**src/rtl/drop_draw_ctrl.sv**
```systemverilog
// -----------------------------------------------------------------------------
// drop_draw_ctrl
//   Upstream sequencer for the 16x16 piece-sprite drawer. Owns the 7x6
//   Connect Four board (occupancy, colour, column heights), resolves a column
//   drop to its landing cell, then holds the draw-red/draw-blue strobe and the
//   sprite origin for one full sprite pass. plot follows the strobe by one
//   cycle to line up with the drawer's ROM read latency.
//
//   Optional feature: define WIN_DETECT_EN to add a CHECK state that looks
//   for four-in-a-row through the placed cell and raises a sticky win flag.
//
// Ports
//   clk         system clock
//   resetn      synchronous, active-low reset
//   drop_req    drop request (only looked at while idle)
//   drop_col    target column 0..6 (7 is rejected)
//   player      0 = red, 1 = blue
//   clear_req   clear the board (only looked at while idle, beats drop_req)
//   drop_ack    one-cycle pulse, drop accepted
//   drop_rej    one-cycle pulse, drop rejected
//   busy        request in progress
//   drawr/drawb draw strobes to the sprite drawer
//   xin/yin     sprite origin
//   plot        VGA write enable
//   done        one-cycle pulse, sprite fully drawn
//   board_full  all 42 cells occupied
//   win         four-in-a-row by last mover (0 unless WIN_DETECT_EN)
//
// State | meaning
// ------+---------------------------------------------------------------
// IDLE  | waiting for clear_req / drop_req
// LOAD  | resolve landing cell, ack or reject, latch sprite origin
// DRAW  | strobe held for DRAW_CYCLES cycles
// FLUSH | strobe off, last plot cycle for the ROM latency
// CHECK | four-in-a-row test through the placed cell (WIN_DETECT_EN only)
// DONE  | done pulse
// -----------------------------------------------------------------------------
module drop_draw_ctrl #(
   parameter int unsigned X0          = 24,
   parameter int unsigned Y0          = 12,
   parameter int unsigned DRAW_CYCLES = 256
) (
   input  logic       clk,
   input  logic       resetn,
   input  logic       drop_req,
   input  logic [2:0] drop_col,
   input  logic       player,
   input  logic       clear_req,
   output logic       drop_ack,
   output logic       drop_rej,
   output logic       busy,
   output logic       drawr,
   output logic       drawb,
   output logic [7:0] xin,
   output logic [6:0] yin,
   output logic       plot,
   output logic       done,
   output logic       board_full,
   output logic       win
);

   typedef enum logic [2:0] {
      S_IDLE  = 3'd0,
      S_LOAD  = 3'd1,
      S_DRAW  = 3'd2,
      S_FLUSH = 3'd3,
      S_CHECK = 3'd4,
      S_DONE  = 3'd5
   } state_t;

   localparam logic [8:0] CNT_LAST = 9'(DRAW_CYCLES - 1);

   state_t      state_q, state_d;
   logic [2:0]  col_q, col_d;
   logic        player_q, player_d;
   logic [2:0]  row_q, row_d;
   logic [8:0]  cnt_q, cnt_d;
   logic [7:0]  xin_q, xin_d;
   logic [6:0]  yin_q, yin_d;
   logic        plot_q;
   logic [41:0] occ_q, occ_d;
   logic [41:0] colof_q, colof_d;
   logic [2:0]  h_q [7];
   logic [2:0]  h_d [7];
   logic        board_full_q, board_full_d;

   logic [2:0]  h_sel;
   logic [2:0]  row_diff;
   logic [5:0]  cell_idx;
   logic        load_rej;
   logic        win_w;

`ifdef WIN_DETECT_EN
   logic win_q, win_d;
   logic win_hit;

   // Number of consecutive cells of colour p stepping away from (r,c) in
   // direction (dr,dc), stopping at the first mismatch or the board edge.
   function automatic int run_len(input logic [41:0] occ, input logic [41:0] cof,
                                  input logic p, input int r, input int c,
                                  input int dr, input int dc);
      int         n;
      int         rr;
      int         cc;
      logic       go;
      logic [5:0] idx;
      n  = 0;
      go = 1'b1;
      for (int s = 1; s <= 3; s++) begin
         rr  = r + dr * s;
         cc  = c + dc * s;
         idx = 6'(rr * 7 + cc);
         if (go && rr >= 0 && rr <= 5 && cc >= 0 && cc <= 6 && occ[idx] && (cof[idx] == p))
            n = n + 1;
         else
            go = 1'b0;
      end
      return n;
   endfunction

   function automatic logic line_hit(input logic [41:0] occ, input logic [41:0] cof,
                                     input logic p, input int r, input int c,
                                     input int dr, input int dc);
      return (run_len(occ, cof, p, r, c, dr, dc) + run_len(occ, cof, p, r, c, -dr, -dc)) >= 3;
   endfunction

   // Board registers already hold the placed cell by the time CHECK runs.
   assign win_hit = line_hit(occ_q, colof_q, player_q, int'(row_q), int'(col_q), 0, 1)
                 || line_hit(occ_q, colof_q, player_q, int'(row_q), int'(col_q), 1, 0)
                 || line_hit(occ_q, colof_q, player_q, int'(row_q), int'(col_q), 1, 1)
                 || line_hit(occ_q, colof_q, player_q, int'(row_q), int'(col_q), 1, -1);
   assign win_w = win_q;
`else
   assign win_w = 1'b0;
`endif

   // Column 7 reads as full so the landing math never indexes past the board.
   assign h_sel    = (col_q == 3'd7) ? 3'd6 : h_q[col_q];
   assign row_diff = 3'd5 - h_sel;
   assign cell_idx = 6'(h_sel) * 6'd7 + 6'(col_q);
   assign load_rej = (col_q == 3'd7) || (h_sel == 3'd6) || win_w;

   always_comb begin
      state_d  = state_q;
      col_d    = col_q;
      player_d = player_q;
      row_d    = row_q;
      cnt_d    = cnt_q;
      xin_d    = xin_q;
      yin_d    = yin_q;
      occ_d    = occ_q;
      colof_d  = colof_q;
      for (int i = 0; i < 7; i++) h_d[i] = h_q[i];
`ifdef WIN_DETECT_EN
      win_d    = win_q;
`endif
      drop_ack = 1'b0;
      drop_rej = 1'b0;
      drawr    = 1'b0;
      drawb    = 1'b0;
      done     = 1'b0;

      unique case (state_q)
         S_IDLE: begin
            if (clear_req) begin
               occ_d   = '0;
               colof_d = '0;
               for (int i = 0; i < 7; i++) h_d[i] = 3'd0;
`ifdef WIN_DETECT_EN
               win_d   = 1'b0;
`endif
            end else if (drop_req) begin
               col_d    = drop_col;
               player_d = player;
               state_d  = S_LOAD;
            end
         end
         S_LOAD: begin
            if (load_rej) begin
               drop_rej = 1'b1;
               state_d  = S_IDLE;
            end else begin
               drop_ack          = 1'b1;
               occ_d[cell_idx]   = 1'b1;
               colof_d[cell_idx] = player_q;
               h_d[col_q]        = h_sel + 3'd1;
               row_d             = h_sel;
               xin_d             = 8'(X0) + {1'b0, col_q, 4'b0000};
               yin_d             = 7'(Y0) + {row_diff, 4'b0000};
               cnt_d             = '0;
               state_d           = S_DRAW;
            end
         end
         S_DRAW: begin
            drawr = ~player_q;
            drawb = player_q;
            if (cnt_q == CNT_LAST) begin
               cnt_d   = '0;
               state_d = S_FLUSH;
            end else begin
               cnt_d = cnt_q + 9'd1;
            end
         end
         S_FLUSH: begin
`ifdef WIN_DETECT_EN
            state_d = S_CHECK;
`else
            state_d = S_DONE;
`endif
         end
         S_CHECK: begin
`ifdef WIN_DETECT_EN
            win_d = win_q | win_hit;
`endif
            state_d = S_DONE;
         end
         S_DONE: begin
            done    = 1'b1;
            state_d = S_IDLE;
         end
         default: state_d = S_IDLE;
      endcase

      board_full_d = 1'b1;
      for (int i = 0; i < 7; i++)
         if (h_d[i] != 3'd6) board_full_d = 1'b0;
   end

   always_ff @(posedge clk) begin
      if (!resetn) begin
         state_q      <= S_IDLE;
         col_q        <= '0;
         player_q     <= 1'b0;
         row_q        <= '0;
         cnt_q        <= '0;
         xin_q        <= '0;
         yin_q        <= '0;
         plot_q       <= 1'b0;
         occ_q        <= '0;
         colof_q      <= '0;
         for (int i = 0; i < 7; i++) h_q[i] <= 3'd0;
         board_full_q <= 1'b0;
`ifdef WIN_DETECT_EN
         win_q        <= 1'b0;
`endif
      end else begin
         state_q      <= state_d;
         col_q        <= col_d;
         player_q     <= player_d;
         row_q        <= row_d;
         cnt_q        <= cnt_d;
         xin_q        <= xin_d;
         yin_q        <= yin_d;
         plot_q       <= drawr | drawb;
         occ_q        <= occ_d;
         colof_q      <= colof_d;
         for (int i = 0; i < 7; i++) h_q[i] <= h_d[i];
         board_full_q <= board_full_d;
`ifdef WIN_DETECT_EN
         win_q        <= win_d;
`endif
      end
   end

   assign busy       = (state_q != S_IDLE);
   assign xin        = xin_q;
   assign yin        = yin_q;
   assign plot       = plot_q;
   assign board_full = board_full_q;
   assign win        = win_w;

endmodule

```
**config.mk**
```make
export PLATFORM = sky130hd
export DESIGN_NAME = drop_draw_ctrl
export DESIGN_NICKNAME = d
export VERILOG_FILES = /design/src/rtl/drop_draw_ctrl.sv
export SDC_FILE = /design/constraint.sdc
export NUM_CORES = 1
export LEC_CHECK = 0
export BUFFER_PORTS_ARGS = -buffer_cell sky130_fd_sc_hd__buf_2
export CORE_AREA = 2 2 87 89
export DETAILED_ROUTE_END_ITERATION = 8
export DIE_AREA = 0 0 89 91
export GPL_ROUTABILITY_DRIVEN = 0
export PLACE_DENSITY = 0.54
export SLEW_MARGIN = 20
export SYNTH_ARGS = -nofsm -noshare
export SYNTH_HDL_FRONTEND = slang
export SYNTH_SLANG_ARGS = --single-unit
```
**constraint.sdc**
```tcl
create_clock -name clk -period 6.24 [get_ports clk]
set_clock_uncertainty 0.1 [all_clocks]
set_input_delay 1.248 -clock clk [delete_from_list [all_inputs] [get_ports clk]]
set_output_delay 1.248 -clock clk [all_outputs]
set_load 0.01 [all_outputs]
```
**After elaboration in Yosys (flattened, before gate mapping)**

Memory sizes are Yosys's and may differ from the RTL's. A register that Yosys moved wholly into a read port is not among the register bits.
Cells that the tools add are included.

- Flip-flop bits (word level): 33
- RAM bits: 21
- Input port bits: 8
- Word-level logic and storage cells: 93
- Memories kept: 1

- $add $sub $neg: 5
- Order comparisons: 2
- Equal/unequal tests: 19
- Muxes and demuxes: 34
- Bitwise logic cells: 13
- Reductions and logical operators: 11

Memories:

| memory | words | bits a word | rd ports | clocked after Yosys merged registers in | write ports | RTL line | text |
|---|---|---|---|---|---|---|---|
| h_q | 7 | 3 | 8 | 1 | 7 | 83 | `logic [2:0] h_q [7];` |

Operators by type and width:

| operator | number |
|---|---|
| 2-to-1 mux 21 bit | 2 |
| 2-to-1 mux 3 bit | 14 |
| case mux 21 bit (2 select lines) | 1 |
| bitwise mux 21 bit | 1 |
| inequality test 3 bit (second input constant) | 7 |
| 2-to-1 mux 9 bit | 2 |
| case mux 9 bit (2 select lines) | 1 |
| == test 3 bit (second input constant) | 4 |
| case mux 3 bit (4 select lines) | 1 |
| 2-to-1 mux 1 bit | 10 |
| adder 9 x 1 -> 9 bit (second input constant) | 1 |
| demux 3 bit (select 3 bit) | 1 |
| == test 9 x 8 -> 1 bit (second input constant) | 1 |
| adder 5 x 7 -> 8 bit (first input constant) | 1 |
| inequality test 2 bit (second input constant) | 4 |
| bitwise OR 1 bit | 8 |
| adder 4 x 7 -> 7 bit (first input constant) | 1 |
| OR reduction 7 bit | 1 |
| == test 3 x 2 -> 1 bit (second input constant) | 2 |
| AND reduction 3 bit | 2 |
| >= comparator 4 bit (second input constant) | 1 |
| < comparator 4 x 1 -> 1 bit (second input constant) | 1 |
| inverter 1 bit | 4 |
| inverter 3 -> 4 bit | 1 |
| other kinds (11) | 12 |

**Longest topological paths before layout**

Gate-level depths: netlist of the first run.

- Depth after elaboration: 10
- Gate-level depth with buffers: 14
- Gate-level depth less buffers: 13

**Least setup slack after synthesis of the first run**

No wires, ideal clock.

- Kind: register to output
- From: reg with a tool-made name
- To: out drop_ack
- Arrival time: 2.323 ns
- Path slack: 2.569 ns
- Stages on the path, launching flop included: 12
- Path buffers: 2
- Path through: dfxtp_1 -> clkbuf_4 -> or2b_2 -> o22a_1 -> a21oi_4 -> inv_1 -> ha_1 -> a21boi_4 -> nor2_1 -> nand2_1 -> inv_1 -> clkbuf_1

RTL lines:

| element | RTL line | text |
|---|---|---|
| end, declared | 49 | `output logic drop_ack,` |

==> summary.md, run 1 <==
| Metric | Value |
|---|---|
| Seq/Total Area, Yosys | 36.2% |
| Synthesized area | 0.00276 mm² |
| DRC | 0 |
| Met2 WL post-DR | 3080 µm |
| Status | complete, no violations |
| Setup slack, reg-to-reg | 2.43 ns |
| P_int | 0.000440 W |
| Max Fclk | 0.221 GHz |
| Initial antenna violation count | 0 |
| DR WL/cell | 16.4 µm |
| CP Capture Type | output port |
| Core outline area | 0.00714 mm² |
| Vias in the first global route | 2,257 |
| Initial core utilization | 38.7% |
| CTS Root Buffer Type | clkbuf_8 |
| Max-cap violations | 0 |
| Met3 WL post-DR | 484 µm |
| Most frequent cells in the layout | dfxtp_1, nor2_1, nand2_1 |
| Starting DRT DRC Count | 235 |
| Post-synthesis cell count | 318 |
| RSZ-0062 raised after global routing | no |
| Worst-margin pin slew | 0.702 ns |
| Yosys top cell area share | 36.2% |
| Critical path fanouts, max | 13 |
| H-tree Lvls | 2 |
| Fin util | 41.5% |
| Row cnt | 31 |
| CTS tree | done |
| Main synth FF type | dfxtp_1 |
| Design Area, Final | 0.00296 mm² |
| Post-synth cell types | 64 |
| Largest net degree at the start of global routing | 47 |
| Die W | 89 µm |
| Req. time, crit path | 4.89 ns |
| Final hold violation count | 0 |
| # IOs | 32 |
| DIE AREA | 0.00810 mm² |
| Synth Register Bits | 50 |
| Vias | 2,381 |
| Via/cell ratio | 5.51 |
| Antenna diodes | 0 |
| Most common cell after layout, fill and taps aside | dfxtp_1 |
| Peak supply drop | 0.0957 mV |
| Clock power frac | 33.7% |
| I/O Buffers | 25 |
| DRT Pass-1 Iters | 7 |
| Routed WL | 7090 µm |
| Hpwl dp | 5280 µm |
| FF-to-FF path depth | 10 |
| Hold EP | xin[7] |
| Synth top area cells | dfxtp_1, nor2_1, nand2_1 |
| Reg power frac | 55.2% |
| Crit path time final | 4.52 ns |
| Share of layout cells above drive strength 1 | 16.2% |
| CP Launch Type | register |
| Global route total overflow | 0 |
| Worst-path clk slew | 0.10 ns |
| Area grow syn2layout | 7.20% |
| Psw | 0.000165 W |
| Final Setup Violations | 0 |
| Length of routed wiring on met1 | 3250 µm |
| Hold depth | 2 |
| Global-route wire length before repair | 11,700 µm |
| Hold_buf cts | 0 |
| Leak | 1.16 nW |
| Tcrit/Tclk final | 72.4% |
| Final TNS setup | 0 ns |
| Switching fraction of total power | 27.3% |
| Post-CTS Setup Bufs | 0 |
| DR top layer | met4 |
| Placed Area | 0.00286 mm² |
| Layout Nets | 346 |
| Worst hold start | xin[7] |
| Slew margin rel. | 52.7% |
| Post-synth EDFFs | 0 |
| Clock Latency Late Sink | 0.31 ns |
| Die height | 91 µm |
| GRT Util Overall | 18.4% |
| TritonCTS Buffers | 5 |
| Yosys Warn Count | 0 |
| Combinational group share of total power | 11.1% |
| Resized cells post-CTS | 0 |
| Final ANT Viol Nets | 0 |
| CTS sink count | 50 |
| Syn Area/Cell | 8.69 µm² |
| Worst path arrival time | 3.17 ns |
| Hold Path Class | reg2reg |
| Worst reg2reg path endpoint | board_full |
| PD cells | 204 mW/mm² |
| Leading area contributor after synthesis | dfxtp_1 |
| Ys async rst share | 0% |
| Clock Tree Buf Depth | 2 |
| Critical path class | reg2out |
| Max-slew violations | 0 |
## state kept, by name, summed over array words and instances, names as in the netlist, named ones only
register / cells
board_full: 1
cnt_q: 9
col_q: 3
h_q: 21
player_q: 1
plot: 1
state_q: 3
xin: 5
yin: 3
## cells in the mapped netlist, drive strengths merged, types with 2 or more instances
cell and count:
clkbuf 11, a21boi 15, o211ai 3, dfxtp 50, o22a 2, and2 10
a21oi 6, mux2i 5, ha 6, inv 6, nand2b 4, or3 2
nor3b 2, a31oi 4, nor2 34, nand3b 3, nor3 7, and3 9
nand4 4, o21a 3, o211a 3, o21ai 18, a32oi 10, and2b 2
nor4bb 2, mux2 2, or2b 2, nor2b 18, a22oi 6, buf 11
nand2 31, nor4b 2, nand3 10
## kinds of logic after synthesis
logic type / Yosys count / share of synthesized area (%)
and+or+nand+nor: 145 / 28.4
AOI/OAI and AO/OA: 77 / 21.3
DFF: 50 / 36.2
buffers and inverters: 29 / 6.88
muxes: 8 / 3.71
adders and majority gates: 6 / 2.72
xor gates and xnor gates: 2 / 0.634
other: 1 / 0.136
## metrics by stage
| stage | worst slack, ns | power [W] | std cells | hold slack (ns) |
|---|---|---|---|---|
| 2_1_floorplan | 2.57 | 0.000394 | 323 | 0.353 |
| 3_3_place_gp | 2.20 | 0.000408 | 424 | 0.367 |
| 3_5_place_dp | 2.09 | 0.000407 | 424 | 0.363 |
| 4_1_cts | 1.74 | 0.000611 | 432 | 0.378 |
| 5_1_grt | 1.47 | 0.000631 | 432 | 0.400 |
| 6_report | 1.72 | 0.000605 | 432 | 0.377 |
## routing by layer
| layer | up-vias | global-route usage [%] |
|---|---|---|
| met5 | - | 0 |
| met4 | 0 | 6.84 |
| met3 | 29 | 3.82 |
| met2 | 124 | 28.4 |
| met1 | 1074 | 25.1 |
| li1 | 1154 | - |
## power groups by stage
stage                     registers (W)   logic, W  clock network [W]
final                          0.000334  0.0000671           0.000204
after global routing           0.000336  0.0000736           0.000222
after CTS                      0.000334  0.0000664           0.000211
after detailed placement       0.000341  0.0000660                  0
after global placement         0.000341  0.0000669                  0
after floorplan                0.000337  0.0000569                  0
## worst max path at each step
stage,end,startpoint,slack [ns]
finish,drop_ack,register,1.72
global route,drop_ack,register,1.47
CTS,drop_ack,register,1.74
detailed placement,drop_ack,register,2.09
global placement,drop_ack,register,2.20
floorplan,drop_ack,register,2.57
## area by class of cell
cell class              instances  area [µm²]
repair buffers                 25         125
multi-input cells             244        1590
clock inverters                 2        16.3
fillers                       745        4170
well taps                      99         124
flip-flops and latches         50        1000
inverters                       6        22.5
clock buffers                   6        82.6
## worst max-delay path, stage by stage (launching register included)
cell      delay, ns
dfxtp_1        0.49
mux4_1         0.58
o21ai_0        0.26
nand2b_1       0.18
ha_1           0.27
a21boi_4       0.18
nor2_1         0.14
nand2_1        0.19
inv_1          0.35
buf_2          0.21
(Power assumes the default switching activity.)
==> run 2: changes to the inputs <==
clock period = 4.25 ns   (was 6.24 ns; I/O delays follow)
==> summary.md, run 2 (synthesis results as in run 1) <==
| Metric | Value |
|---|---|
| Clock Tree Buf Depth | 2 (unchanged) |
| Hpwl dp | 5160 µm (-2.3%) |
| CP cell instances | mux4_1 > o21ai_0 > nand2b_1 > ha_1 > a21boi_4 > nor2_1 > nand2_1 > inv_1 > buf_2 |
| Post-CTS Setup Bufs | 0 (unchanged) |
| CTS sink count | 50 (unchanged) |
| DR WL/cell | 16.1 µm (-1.8%) |
| Status | complete, no violations |
| TritonCTS Buffers | 5 (unchanged) |
| Critical path fanouts, max | 9 (-4) |
| Final Setup Violations | 0 (unchanged) |
| Initial core utilization | 38.7% (unchanged) |
| Global route total overflow | 0 (unchanged) |
| Post-Place Cells | 425 (+0.24%) |
| H-tree Lvls | 2 (unchanged) |
| RSZ-0062 raised after global routing | no |
| Core outline area | 0.00714 mm² (unchanged) |
| Worst slack, placed | 0.644 ns (-1.45 ns) |
| DIE AREA | 0.00810 mm² (unchanged) |
| Vias in the first global route | 2,217 (-1.8%) |
| Largest net degree at the start of global routing | 47 (unchanged) |
| Final hold violation count | 0 (unchanged) |
| Slowest stage delay, CP | 0.58 ns (about the same) |
| Routed WL | 6980 µm (-1.6%) |
| Setup slack, reg-to-reg | 0.60 ns (-1.83 ns) |
| Most frequent cells in the layout | dfxtp_1, nor2_1, nand2_1 |
| Max-slew violations | 0 (unchanged) |
| CP max-delay cell | mux4_1 |
| Crit path time final | 3.98 ns |
| Die W | 89 µm (unchanged) |
| Hold EP | yin[6] |
| Hold_buf cts | 0 (unchanged) |
| Biggest register | h_q |
| Initial antenna violation count | 0 (unchanged) |
| Share of layout cells above drive strength 1 | 16.5% (+0.25 points) |
| Post-route insts no fill | 433 (+0.23%) |
| Starting DRT DRC Count | 158 (-33%) |
| Worst hold start | yin[6] |
| Area grow syn2layout | 7.97% |
| Req. time, crit path | 3.30 ns (-1.59 ns) |
| Area of the multi-input gates | 0.00159 mm² (unchanged) |
| GRT Util Overall | 18.0% (-0.37 points) |
| Total power of the final layout | 0.000930 W (+54%) |
| Final ANT Viol Nets | 0 (unchanged) |
| # IOs | 32 (unchanged) |
| Global-route wire length before repair | 11,500 µm (-1.8%) |
| Tcrit/Tclk final | 93.6% |
| Antenna diodes | 0 (unchanged) |
| Critical path class | reg2out |
| Row cnt | 31 (unchanged) |
| Max-cap violations | 0 (unchanged) |
| CP Launch Type | register |
| Worst-margin pin slew | 0.694 ns (-0.00817 ns) |
| Hold Path Class | reg2reg |
| DRC | 0 (unchanged) |
| Peak supply drop | 0.142 mV (+48%) |
| Setup ws final | 0.274 ns (-1.45 ns) |
| Hold depth | 2 (unchanged) |
| Final TNS setup | 0 ns (unchanged) |
| Slew margin rel. | 53.7% (+0.98 points) |
| FF-to-FF path depth | 14 (+4) |
| Worst reg2reg path endpoint | cnt_q[4] |
| DRT Pass-1 Iters | 4 (-3) |
| Most common cell after layout, fill and taps aside | dfxtp_1 |
| Worst path arrival time | 3.03 ns (-0.14 ns) |
| I/O Buffers | 25 (unchanged) |
| Max Fclk | 0.251 GHz |
| Final hold slack | 0.376 ns (-0.00126 ns) |
| CTS Root Buffer Type | clkbuf_8 |
| Max FFs per register | 21 (unchanged) |
| Resized cells post-CTS | 0 (unchanged) |
| Storage element area | 0.00100 mm² (unchanged) |
| Clock Latency Late Sink | 0.31 ns (about the same) |
| Layout Nets | 347 (+0.29%) |
| Via/cell ratio | 5.47 (-0.78%) |
| Vias | 2,368 (-0.55%) |
| CTS tree | done |
| Leak | 1.18 nW (+1.4%) |
| Die height | 91 µm (unchanged) |
| CP Capture Type | output port |
| Worst-path clk slew | 0.10 ns (about the same) |
| Filler cells | 739 (-0.81%) |
| PD cells | 312 mW/mm² (+53%) |
## run 2: final cells by class
cell class,count,area share (%)
repair buffers,26,4.44
flip-flops and latches,50,33.5
clock inverters,3,1.47
well taps,99,4.15
multi-input cells,244,53.3
clock buffers,5,2.31
inverters,6,0.755
## run 2: metrics by stage
stage	instance area, µm²	util [%]
after floorplan	2780	-
after global placement	2870	40.2
after detailed placement	2870	40.2
after CTS	2980	41.8
after global routing	2980	41.8
final	2980	41.8
## run 2: metal layers
layer,vias up,share of wire [%],track usage [%]
li1,1151,-,-
met1,1107,46,25.6
met2,97,47,27.9
met3,13,5.4,3.18
met4,0,1.7,5.22
met5,-,0,0
## run 2: critical path: cells and delay by family, from the launching register on
family / cells / cell delay [ns]
flops: 1 / 0.49
mux: 1 / 0.58
compound gates: 2 / 0.42
simple gates: 3 / 0.51
fa+ha+maj: 1 / 0.27
buf+inv: 2 / 0.45
## run 2: worst max path at each step
stage | cells after the start | slack, ns | to | startpoint
6_report | 9 | 0.27 | drop_ack | register
3_5_place_dp | 9 | 0.64 | drop_ack | register
5_1_grt | 9 | 0.04 | drop_ack | register
3_3_place_gp | 9 | 0.65 | drop_ack | register
4_1_cts | 9 | 0.28 | drop_ack | register
2_1_floorplan | 11 | 0.98 | drop_ack | register
## run 2: power breakdown
part / total [W] / internal [W] / leakage (nW) / switching [W]
Sequential: 0.000490 / 0.000477 / 0.404 / 0.0000132
Combinational: 0.0000967 / 0.0000348 / 0.714 / 0.0000620
Clock: 0.000343 / 0.000177 / 0.0585 / 0.000167
Total: 0.000930 / 0.000688 / 1.18 / 0.000242
==> run 3: changes to the inputs <==
GPL_TIMING_DRIVEN = 0   (was default)
clock period = 4.2 ns   (was 4.25 ns; I/O delays follow)
==> summary.md, run 3 (synthesis results as in run 1) <==
| Metric | Value |
|---|---|
| Status | complete, no violations |
| Hold Path Class | reg2reg |
| Filler cells | 755 (+2.2%) |
| # IOs | 32 (unchanged) |
| DRT Pass-1 Iters | 4 (unchanged) |
| Core outline area | 0.00714 mm² (unchanged) |
| Routed WL | 7390 µm (+5.8%) |
| Final ANT Viol Nets | 0 (unchanged) |
| Final Setup Violations | 0 (unchanged) |
| DR WL/cell | 16.1 µm (about the same) |
| CP cell instances | buf_6 > mux2_2 > o211ai_1 > a21oi_4 > inv_1 > ha_1 > a21boi_4 > nor2_1 > nand2_2 > clkinvlp_4 > buf_2 |
| H-tree Lvls | 2 (unchanged) |
| Worst hold start | xin[6] |
| CP Launch Type | register |
| Worst-margin pin slew | 0.672 ns (-0.0221 ns) |
| Global route total overflow | 0 (unchanged) |
| RSZ-0062 raised after global routing | no |
| Max Fclk | 0.251 GHz |
| Largest net degree at the start of global routing | 18 (-62%) |
| PD cells | 290 mW/mm² (-7.1%) |
| Storage element area | 0.00100 mm² (unchanged) |
| Max FFs per register | 21 (unchanged) |
| Slowest stage delay, CP | 0.34 ns (-0.24 ns) |
| Critical path class | reg2out |
| Most common cell after layout, fill and taps aside | dfxtp_1 |
| CP Capture Type | output port |
| Peak supply drop | 0.148 mV (+4.1%) |
| Vias | 2,432 (+2.7%) |
| DIE AREA | 0.00810 mm² (unchanged) |
| I/O Buffers | 24 (-4.0%) |
| Critical path fanouts, max | 9 (unchanged) |
| Worst path arrival time | 3.04 ns (about the same) |
| Share of layout cells above drive strength 1 | 20.9% (+4.4 points) |
| Worst-path clk slew | 0.10 ns (about the same) |
| Tcrit/Tclk final | 94.7% |
| CP max-delay cell | dfxtp_1 |
| Area grow syn2layout | 14.3% |
| Leak | 1.28 nW (+8.4%) |
| Die height | 91 µm (unchanged) |
| Initial core utilization | 38.7% (unchanged) |
| Clock Latency Late Sink | 0.31 ns (about the same) |
| Via/cell ratio | 5.31 (-2.9%) |
| Most frequent cells in the layout | dfxtp_1, nor2_1, nand2_1 |
| Global-route wire length before repair | 12,000 µm (+4.0%) |
| TritonCTS Buffers | 5 (unchanged) |
| Hpwl dp | 5490 µm (+6.4%) |
| Biggest register | h_q |
| Worst slack, placed | 0.213 ns (-0.431 ns) |
| CTS sink count | 50 (unchanged) |
| DRC | 0 (unchanged) |
| Max-cap violations | 0 (unchanged) |
| Area of the multi-input gates | 0.00159 mm² (+0.16%) |
| Antenna diodes | 0 (unchanged) |
| Layout Nets | 372 (+7.2%) |
| Clock Tree Buf Depth | 2 (unchanged) |
| Initial antenna violation count | 0 (unchanged) |
| Req. time, crit path | 3.26 ns (-0.04 ns) |
| Slew margin rel. | 54.7% (+1.0 points) |
| Final TNS setup | 0 ns (unchanged) |
| CTS Root Buffer Type | clkbuf_8 |
| Starting DRT DRC Count | 196 (+24%) |
| Final hold violation count | 0 (unchanged) |
| Setup ws final | 0.223 ns (-0.0503 ns) |
| Vias in the first global route | 2,374 (+7.1%) |
| Crit path time final | 3.98 ns |
| CTS tree | done |
| GRT Util Overall | 19.1% (+1.1 points) |
| Row cnt | 31 (unchanged) |
| Hold_buf cts | 0 (unchanged) |
| Die W | 89 µm (unchanged) |
| Max-slew violations | 0 (unchanged) |
==> run 3: path summary, 6_finish.rpt <==
kind                end  cells past startpoint  slack, ns
min              xin[6]                      2       0.37
max            drop_ack                     11       0.22
min reg2reg      xin[6]                      2       0.37
max reg2reg  board_full                     11       0.47
==> run 3: layer usage <==
layer	vias up	share of wire (%)	GRT usage (%)
met2	83	46	30.0
met5	-	0	0
met3	14	5.8	4.27
met1	1127	46	25.9
li1	1208	-	-
met4	0	1.9	6.22
==> run 3: timing repair <==
action / CTS / global route
gates cloned: 0 / 0
resized for setup: 0 / 2
endpoints found under the setup margin: 1 / 1
buffers inserted: 0 / 5
endpoints found under the hold margin: 0 / 0
==> run 3: per-stage QoR <==
step                instances  area (µm²)  hold WS [ns]  total power [W]  utilization, %
floorplan                 323        2780         0.353         0.000585               -
global route              458        3160         0.400         0.000956            44.2
finish                    458        3160         0.371         0.000915            44.2
CTS                       453        3110         0.379         0.000916            43.6
detailed placement        446        3030         0.358         0.000621            42.4
global placement          446        3030         0.353         0.000622            42.4
==> run 3: worst max-delay path, delay by kind of cell, from the launching register on <==
kind                     cells  cell delay (ns)
AO/OA/AOI/OAI                3             0.80
buffers and inverters        4             0.70
flip-flops                   1             0.34
multiplexers                 1             0.34
AND/OR/NAND/NOR              2             0.30
adder cells (fa/ha/maj)      1             0.23
==> run 3: cell type report <==
class / count / share of cell area, %
multi-input cells: 244 / 50.5
repair buffers: 29 / 4.99
well taps: 99 / 3.92
flip-flops and latches: 50 / 31.7
plain buffers: 22 / 5.19
clock inverters: 3 / 0.713
inverters: 6 / 0.832
clock buffers: 5 / 2.18
==> run 3: report_power, final <==
| group | internal (W) | leakage, nW | switching, W |
|---|---|---|---|
| registers | 0.000483 | 0.404 | 0.00000617 |
| clock network | 0.000121 | 0.0489 | 0.000178 |
| logic | 0.0000501 | 0.822 | 0.0000768 |
